`config.mk`:
```
export PLATFORM = sky130hd
export DESIGN_NAME = ser_frame_scheduler_flat
export DESIGN_NICKNAME = d
export VERILOG_FILES = /design/src/rtl/ser_frame_if.sv /design/src/rtl/ser_frame_scheduler.sv /design/src/flat_wrapper.sv
export SDC_FILE = /design/constraint.sdc
export NUM_CORES = 1
export LEC_CHECK = 0
export ABC_AREA = 1
export CORE_MARGIN = 1
export CORE_UTILIZATION = 47
export DETAILED_ROUTE_END_ITERATION = 16
export MAX_ROUTING_LAYER = met4
export PLACE_DENSITY = 0.87
export RECOVER_POWER = 25
export SLEW_MARGIN = 15
export SYNTH_ARGS = -nofsm -noshare
export SYNTH_HDL_FRONTEND = slang
export SYNTH_SLANG_ARGS = --single-unit
export TNS_END_PERCENT = 10
```
`constraint.sdc`:
```
create_clock -name clk -period 2.59 [get_ports clk]
set_input_delay 0.6475 -clock clk [delete_from_list [all_inputs] [get_ports clk]]
set_output_delay 0.6475 -clock clk [all_outputs]
set_load 0.005 [all_outputs]
```
`src/rtl/ser_frame_if.sv`:
```
// ser_frame_if: requester-side bundle for ser_frame_scheduler.
// Handshake: requester i raises req[i] with len/data stable; the scheduler
// captures them on a clk_en edge and pulses gnt[i] for one clk. After gnt the
// requester may drop req[i] or keep it high (re-arm) with a new frame.
interface ser_frame_if #(
  parameter int LEN_W  = 4,
  parameter int DATA_W = 15
);
  logic [3:0]          req;
  logic [4*LEN_W-1:0]  len_i;
  logic [4*DATA_W-1:0] data_i;
  logic [3:0]          gnt;
  logic                ser_out;
  logic                busy;
  logic                frame_done;
  logic [1:0]          cur_port;
  logic [2:0]          state_dbg;

  modport master (
    output req, len_i, data_i,
    input  gnt, ser_out, busy, frame_done, cur_port, state_dbg
  );

  modport slave (
    input  req, len_i, data_i,
    output gnt, ser_out, busy, frame_done, cur_port, state_dbg
  );
endinterface

```
`src/rtl/ser_frame_scheduler.sv`:
```
// ser_frame_scheduler: round-robin arbiter over four requesters that emits
// each granted request as a serial frame: start, port[1:0], len MSB first,
// data LSB first, [parity], gap. One bit per clk_en edge.
// Optional macro SER_PARITY_EN inserts an even-parity bit before the gap.
module ser_frame_scheduler #(
  parameter int LEN_W  = 4,
  parameter int DATA_W = 15
) (
  input  logic       clk,
  input  logic       rst,
  input  logic       clk_en,
  ser_frame_if.slave bus
);

  typedef enum logic [2:0] {
    S_IDLE  = 3'd0,
    S_START = 3'd1,
    S_ADDR  = 3'd2,
    S_LEN   = 3'd3,
    S_DATA  = 3'd4,
    S_PAR   = 3'd5,
    S_GAP   = 3'd6
  } state_t;

  state_t              state_q, state_d;
  logic [3:0]          cnt_q, cnt_d;
  logic [1:0]          ptr_q, ptr_d;
  logic [1:0]          port_q, port_d;
  logic [LEN_W-1:0]    len_q, len_d;
  logic [LEN_W-1:0]    lsh_q, lsh_d;
  logic [DATA_W-1:0]   dsh_q, dsh_d;
  logic                ser_q, ser_d;
  logic [3:0]          gnt_q, gnt_d;
  logic                busy_q, busy_d;
  logic                done_q, done_d;
`ifdef SER_PARITY_EN
  logic                par_q, par_d;
  logic [DATA_W-1:0]   win_mask;
`endif

  logic [1:0]          win;
  logic [1:0]          idx;
  logic                found;
  logic [LEN_W-1:0]    win_len;
  logic [DATA_W-1:0]   win_data;
  state_t              tail_state;
  logic                tail_bit;

  // Round-robin search starting one past the last granted requester.
  always_comb begin
    win   = ptr_q;
    idx   = '0;
    found = 1'b0;
    for (int k = 1; k <= 4; k++) begin
      idx = ptr_q + 2'(k);
      if (!found && bus.req[idx]) begin
        found = 1'b1;
        win   = idx;
      end
    end
    win_len  = bus.len_i[int'(win)*LEN_W +: LEN_W];
    win_data = bus.data_i[int'(win)*DATA_W +: DATA_W];
  end

  // State after the payload: parity bit when enabled, otherwise the gap.
  always_comb begin
`ifdef SER_PARITY_EN
    tail_state = S_PAR;
    tail_bit   = par_q;
    win_mask   = (DATA_W'(1) << win_len) - DATA_W'(1);
    par_d      = par_q;
`else
    tail_state = S_GAP;
    tail_bit   = 1'b1;
`endif
    state_d = state_q;
    cnt_d   = cnt_q;
    ptr_d   = ptr_q;
    port_d  = port_q;
    len_d   = len_q;
    lsh_d   = lsh_q;
    dsh_d   = dsh_q;
    ser_d   = ser_q;
    gnt_d   = '0;
    busy_d  = busy_q;
    done_d  = 1'b0;
    if (clk_en) begin
      case (state_q)
        S_IDLE: begin
          ser_d = 1'b1;
          if (|bus.req) begin
            gnt_d[win] = 1'b1;
            ptr_d      = win;
            port_d     = win;
            len_d      = win_len;
            lsh_d      = win_len;
            dsh_d      = win_data;
            busy_d     = 1'b1;
            ser_d      = 1'b0;
            state_d    = S_START;
`ifdef SER_PARITY_EN
            par_d      = ^{win, win_len, win_data & win_mask};
`endif
          end
        end
        S_START: begin
          ser_d   = port_q[1];
          cnt_d   = '0;
          state_d = S_ADDR;
        end
        S_ADDR: begin
          if (cnt_q == 4'd0) begin
            ser_d = port_q[0];
            cnt_d = 4'd1;
          end else begin
            ser_d   = lsh_q[LEN_W-1];
            lsh_d   = lsh_q << 1;
            cnt_d   = '0;
            state_d = S_LEN;
          end
        end
        S_LEN: begin
          if (cnt_q != 4'(LEN_W-1)) begin
            ser_d = lsh_q[LEN_W-1];
            lsh_d = lsh_q << 1;
            cnt_d = cnt_q + 4'd1;
          end else if (len_q == '0) begin
            ser_d   = tail_bit;
            cnt_d   = '0;
            state_d = tail_state;
          end else begin
            ser_d   = dsh_q[0];
            dsh_d   = dsh_q >> 1;
            cnt_d   = '0;
            state_d = S_DATA;
          end
        end
        S_DATA: begin
          if ((5'(cnt_q) + 5'd1) < 5'(len_q)) begin
            ser_d = dsh_q[0];
            dsh_d = dsh_q >> 1;
            cnt_d = cnt_q + 4'd1;
          end else begin
            ser_d   = tail_bit;
            cnt_d   = '0;
            state_d = tail_state;
          end
        end
`ifdef SER_PARITY_EN
        S_PAR: begin
          ser_d   = 1'b1;
          state_d = S_GAP;
        end
`endif
        S_GAP: begin
          ser_d   = 1'b1;
          busy_d  = 1'b0;
          done_d  = 1'b1;
          state_d = S_IDLE;
        end
        default: begin
          ser_d   = 1'b1;
          busy_d  = 1'b0;
          state_d = S_IDLE;
        end
      endcase
    end
  end

  // Register all state and outputs; reset aborts any frame in flight.
  always_ff @(posedge clk) begin
    if (!rst) begin
      state_q <= S_IDLE;
      cnt_q   <= '0;
      ptr_q   <= 2'd3;
      port_q  <= '0;
      len_q   <= '0;
      lsh_q   <= '0;
      dsh_q   <= '0;
      ser_q   <= 1'b1;
      gnt_q   <= '0;
      busy_q  <= 1'b0;
      done_q  <= 1'b0;
`ifdef SER_PARITY_EN
      par_q   <= 1'b0;
`endif
    end else begin
      state_q <= state_d;
      cnt_q   <= cnt_d;
      ptr_q   <= ptr_d;
      port_q  <= port_d;
      len_q   <= len_d;
      lsh_q   <= lsh_d;
      dsh_q   <= dsh_d;
      ser_q   <= ser_d;
      gnt_q   <= gnt_d;
      busy_q  <= busy_d;
      done_q  <= done_d;
`ifdef SER_PARITY_EN
      par_q   <= par_d;
`endif
    end
  end

  assign bus.gnt        = gnt_q;
  assign bus.ser_out    = ser_q;
  assign bus.busy       = busy_q;
  assign bus.frame_done = done_q;
  assign bus.cur_port   = port_q;
  assign bus.state_dbg  = state_q;

endmodule

```
`src/flat_wrapper.sv`:
```
// flat-port wrapper written by rule: the top's interface ports become plain ports
module ser_frame_scheduler_flat 
#(
  parameter int LEN_W  = 4,
  parameter int DATA_W = 15
)
  (clk, rst, clk_en, bus_req, bus_len_i, bus_data_i, bus_gnt, bus_ser_out, bus_busy, bus_frame_done, bus_cur_port, bus_state_dbg);
  ser_frame_if #(.LEN_W(LEN_W), .DATA_W(DATA_W)) bus_i ();
  input  logic clk;
  input  logic rst;
  input  logic clk_en;
  input wire logic [$bits(bus_i.req)-1:0] bus_req;
  input wire logic [$bits(bus_i.len_i)-1:0] bus_len_i;
  input wire logic [$bits(bus_i.data_i)-1:0] bus_data_i;
  output wire logic [$bits(bus_i.gnt)-1:0] bus_gnt;
  output wire logic [$bits(bus_i.ser_out)-1:0] bus_ser_out;
  output wire logic [$bits(bus_i.busy)-1:0] bus_busy;
  output wire logic [$bits(bus_i.frame_done)-1:0] bus_frame_done;
  output wire logic [$bits(bus_i.cur_port)-1:0] bus_cur_port;
  output wire logic [$bits(bus_i.state_dbg)-1:0] bus_state_dbg;
  assign bus_i.req = bus_req;
  assign bus_i.len_i = bus_len_i;
  assign bus_i.data_i = bus_data_i;
  assign bus_gnt = bus_i.gnt;
  assign bus_ser_out = bus_i.ser_out;
  assign bus_busy = bus_i.busy;
  assign bus_frame_done = bus_i.frame_done;
  assign bus_cur_port = bus_i.cur_port;
  assign bus_state_dbg = bus_i.state_dbg;
  ser_frame_scheduler #(.LEN_W(LEN_W), .DATA_W(DATA_W)) u_core (.clk(clk), .rst(rst), .clk_en(clk_en), .bus(bus_i));
endmodule
```
# [Word level (Yosys, flattened, before mapping)]
# Index checks and enable logic that the tools add are counted.
[word_totals] elab_cells=108 input_bits=83 reg_bits=41
[classes] n_mux=45 n_eq_ne=13 reduce_logical=23 order_cmp=7 addsub=5 n_shift=2 n_bitwise=1 mul=1
[op_table] op="two-way mux 15 bit" count=4
[op_table] op="indexed part select 60 x 32 -> 15 bit" count=1
[op_table] op="one-hot mux 15 bit (3 select lines)" count=1
[op_table] op="two-way mux 4 bit" count=5
[op_table] op="two-way mux 1 bit" count=16
[op_table] op="one-hot mux 4 bit (4 select lines)" count=1
[op_table] op="indexed part select 16 x 5 -> 4 bit" count=1
[op_table] op="< comparator 2 x 3 -> 1 bit (second input constant)" count=5
[op_table] op="one-hot mux 3 bit (5 select lines)" count=1
[op_table] op="two-way mux 3 bit" count=4
[op_table] op="one-hot mux 4 bit (3 select lines)" count=1
[op_table] op="two-way mux 2 bit" count=5
[op_table] op="AND reduction 5 bit" count=2
[op_table] op="binary-select mux 1 bit (select 2 bit)" count=4
[op_table] op="logical NOT 4 bit" count=2
[op_table] op="inequality test 2 bit (second input constant)" count=4
[op_table] op="OR reduction 4 bit" count=2
[op_table] op="== test 3 x 2 -> 1 bit (second input constant)" count=2
[op_table] op="== test 3 bit (second input constant)" count=2
[op_table] op="multiplier 2 x 4 -> 6 bit (second input constant)" count=1
[op_table] op="inequality test 2 x 1 -> 1 bit (second input constant)" count=3
[op_table] op="AND reduction 3 bit" count=2
[op_table] op="AND reduction 6 bit" count=1
[op_table] op="nonzero test 3 bit" count=2
[op_table] op="18 further kinds" count=25

# [Logic depth before layout (Yosys ltp)]
[logic_depth] depth_word=17 mapped_depth=18 depth_no_buf=16

# [Worst setup path before layout]
# Ideal clock, no wire load.
[synth_timing] path_type="register to register" start="register u_core.cnt_q[0]" end="register u_core.dsh_q[10]" required_ns=2.471 path_stages_with_launch=16 setup_slack_ns=0.564 arrival_time_ns=1.906 setup_ns=0.119 path_cell_list="dfxtp_1 inv_1 ha_1 ha_1 inv_1 a21oi_1 o21ai_0 nand2_1 nand2_1 nand3_1 nand2_1 nand2_2 inv_2 buf_2 o21ai_0 a21oi_1"
[synth_via] elab_chain_cells=4 elab_cells_between_ends=6
[synth_rtl] item="from (decl)" line="ser_frame_scheduler.sv:26" rtl="logic [3:0] cnt_q, cnt_d;"
[synth_rtl] item="from (signal assigned)" line="ser_frame_scheduler.sv:189" rtl="cnt_q <= cnt_d;"
[synth_rtl] item="adder 4 x 1 -> 5 bit" line="ser_frame_scheduler.sv:139" rtl="if ((5'(cnt_q) + 5'd1) < 5'(len_q)) begin"
[synth_rtl] item="< comparator 5 x 4 -> 1 bit" line="ser_frame_scheduler.sv:139"
[synth_rtl] item="inequality test 2 x 1 -> 1 bit (no line)"
[synth_rtl] item="AND reduction 6 bit (no line) (*)"
[synth_rtl] item="to (signal assigned)" line="ser_frame_scheduler.sv:194" rtl="dsh_q <= dsh_d;"
[synth_rtl] item="to (decl)" line="ser_frame_scheduler.sv:31" rtl="logic [DATA_W-1:0] dsh_q, dsh_d;"
# Every way passes the cells marked *; elsewhere a longest branch is shown, timed or not.
# A chain may end at the register's enable or synchronous reset.

# [Worst setup path in the final report]
[layout_timing] start="register u_core.cnt_q[0]" end="register u_core.dsh_q[9]"
# Same word-level chain as after synthesis.

==> results_dict.tcl <==
set metrics [dict create \
    status "complete, no violations" \
    path_delay_family "adder cells" \
    fin_nets 679 \
    globalRouteMet3Util 0.0308 \
    syn_nets 590 \
    syn_area_per_cell_sq_um 6.11 \
    arrival_ns 2.53 \
    cts_buffers 5 \
    post_drt_wl_per_cell_um 13.2 \
    die_w_um 82.8 \
    cp-start-kind "register" \
    syn2layout_area_growth_pct 37.3 \
    cts_resized 0 \
    ys_types 28 \
    critPathSlowestCell "dfxtp_1" \
    cts.sinks 41 \
    dr.pass1.iters 5 \
    layout_common_cells "nand2_1, nand3_1, clkdlybuf4s50_1" \
    grt_pass1_wl_um 14700 \
    ys_top_cells_by_area "dfxtp_1, nand3_1, nand2_1" \
    layout_commonest_cell "nand2_1" \
    core_sq_um 6310 \
    finalCritPeriodShare 0.902 \
    grt-ovfl-total 0 \
    p_per_area_nw_per_um2 778 \
    ys_ff_latch 41 \
    ctsHoldBuffers 0 \
    rsz0062_at_grt "false" \
    cp_data_required_time_ns 2.78 \
    report.final.slew_viol_count 0 \
    netlist.area_leader.share 0.267 \
    drc_errors 0 \
    critical_path_buf_inv_count 3 \
    die-area_sq_um 6860 \
    use_met1 0.302 \
    first_global_vias 3371 \
    place.gp.congestion 0.912 \
    grt-busiest-layer "met2" \
    drt_iter0_markers 250 \
    syn_area_sq_um 3070 \
    cts_tree "yes" \
    worstMarginPinSlew_ns 0.516 \
    postCtsSetupBuffers 0 \
    port_buffers 94 \
    via_per_inst 5.44 \
    cp_slowest_stage_delay_ns 0.43 \
    antenna_cells 0 \
    initial_core_util 0.486 \
    slew_headroom 0.656 \
    path_cells "inv_1, ha_1, ha_1, inv_1, a21oi_1, o21ai_0, nand2_1, nand2_1, nand3_1, nand2_1, nand2_2, buf_4, a21oi_1, a21oi_1" \
    die_height_um 82.8 \
    syn_inst 502 \
    postRouteAntennaNets 0 \
    grt_max_degree 39 \
    cts-root-buf "clkbuf_8" \
    htree_levels 2 \
    vias 3639 \
    hold_viol 0 \
    maxCapViolCount 0 \
    crit_fanout 12 \
    antenna_found_initial 0 \
    leakage_nw 2.01 \
    cts.clk_slew.worst_paths_ns 0.08 \
    finalSetupViolations 0 \
    hpwl_um 6950 \
    drive_gt1_frac 0.0760 \
    critical_path_class "register to register" \
    final_area_sq_um 4210 \
    end_kind "register" \
    ir_worst_vdd_uv 937 \
    ys_seq_area_frac 0.267 \
    post_dp_cell_area_sq_um 4090 \
    yosysWarnings 0 \
    drt_wl_total_um 8820 \
    grt_usage 0.265 \
    core.rowCount 29 \
    clkLatencyLatePin_ns 0.30 \
    clock_skew_ns 0.00598 \
    worstHoldPathType "register to register" \
    clockBufferDepth 2 \
    io-pin-count 95 \
    yosysTopAreaCell "dfxtp_1" \
    setup_tns_ns 0 \
    fmax_mhz 428 \
    grtUsageMet2 0.477 \
    min_period_ns 2.34 \
]
## routing by layer
metal	vias to the layer above	part of all wire
met1	1650	0.42
met2	130	0.51
met3	21	0.048
met5	-	0
li1	1838	-
met4	0	0.022
## report_power, final
group          switching (W)  internal [W]
logic                0.00114      0.000780
clock network       0.000230      0.000313
registers          0.0000729      0.000741
total                0.00145       0.00183
## flip-flops by register name, indices dropped and copies added, names as in the netlist
signal	flops
u_core.bus.state_dbg	3
u_core.bus.gnt	4
u_core.len_q	4
u_core.lsh_q	4
u_core.ptr_q	2
u_core.dsh_q	15
u_core.cnt_q	4
u_core.bus.cur_port	2
u_core.bus.busy	1
u_core.bus.ser_out	1
u_core.bus.frame_done	1
## area by class of cell
class,instances,area (sq um)
fillers,563,2100
multi-input cells,376,1850
repair buffers,106,1090
flip-flops and latches,41,821
inverters,61,234
well taps,77,96.3
clock buffers,6,82.6
clock inverters,2,37.5
## worst reg2reg max path: stages, from the launching register on
cell	delay, ns
dfxtp_1	0.43
inv_1	0.10
ha_1	0.33
ha_1	0.28
inv_1	0.05
a21oi_1	0.03
o21ai_0	0.15
nand2_1	0.06
nand2_1	0.07
nand3_1	0.07
nand2_1	0.12
nand2_2	0.11
buf_4	0.19
a21oi_1	0.15
a21oi_1	0.08
## through the flow
| step | hold WS [ns] | total power (W) | worst slack [ns] | utilization | instances |
|---|---|---|---|---|---|
| after global routing | 0.503 | 0.00355 | 0.0285 | 0.667 | 669 |
| after floorplan | 0.445 | 0.00221 | 0.564 | - | 502 |
| final | 0.472 | 0.00328 | 0.255 | 0.667 | 669 |
| after global placement | 0.452 | 0.00269 | 0.0887 | 0.648 | 661 |
| after CTS | 0.472 | 0.00328 | 0.267 | 0.667 | 669 |
| after detailed placement | 0.459 | 0.00274 | 0.0313 | 0.648 | 661 |
## path summary, 6_finish.rpt
path | startpoint | to | slack [ns] | depth (start not counted)
worst min-delay path | u_core.lsh_q[0]$_SDFFE_PN0P_ | u_core.lsh_q[0]$_SDFFE_PN0P_ | 0.47 | 2
worst max register to register | u_core.cnt_q[0]$_SDFFE_PN0P_ | u_core.dsh_q[9]$_SDFFE_PN0P_ | 0.25 | 14
worst min register to register | u_core.lsh_q[0]$_SDFFE_PN0P_ | u_core.lsh_q[0]$_SDFFE_PN0P_ | 0.47 | 2
worst max-delay path | u_core.cnt_q[0]$_SDFFE_PN0P_ | u_core.dsh_q[9]$_SDFFE_PN0P_ | 0.25 | 14
## cell usage after synthesis
master	n
o21ai_1	2
buf_6	7
nor2_2	4
inv_6	1
nor3_1	3
clkinv_1	1
ha_1	5
nor2_1	13
buf_4	3
a21oi_1	50
nand3b_1	19
inv_1	55
clkbuf_1	3
inv_2	4
a31oi_1	2
xor2_1	2
o21ai_0	26
buf_1	1
a22oi_1	1
o22ai_1	1
nand4_1	5
nand3_2	2
nor4_1	1
buf_2	10
nand2_2	14
nand3_1	101
nand2_1	125
dfxtp_1	41
## cells by family (layout without fill, tap and decap cells)
group           after synthesis  count (layout)  synth area share
compound gates               82              82             0.136
buf+inv                      85             175             0.130
xor+xnor                      2               2           0.00571
flops                        41              41             0.267
simple gates                287             287             0.440
fa+ha+maj                     5               5            0.0204
(Power assumes the default switching activity.)
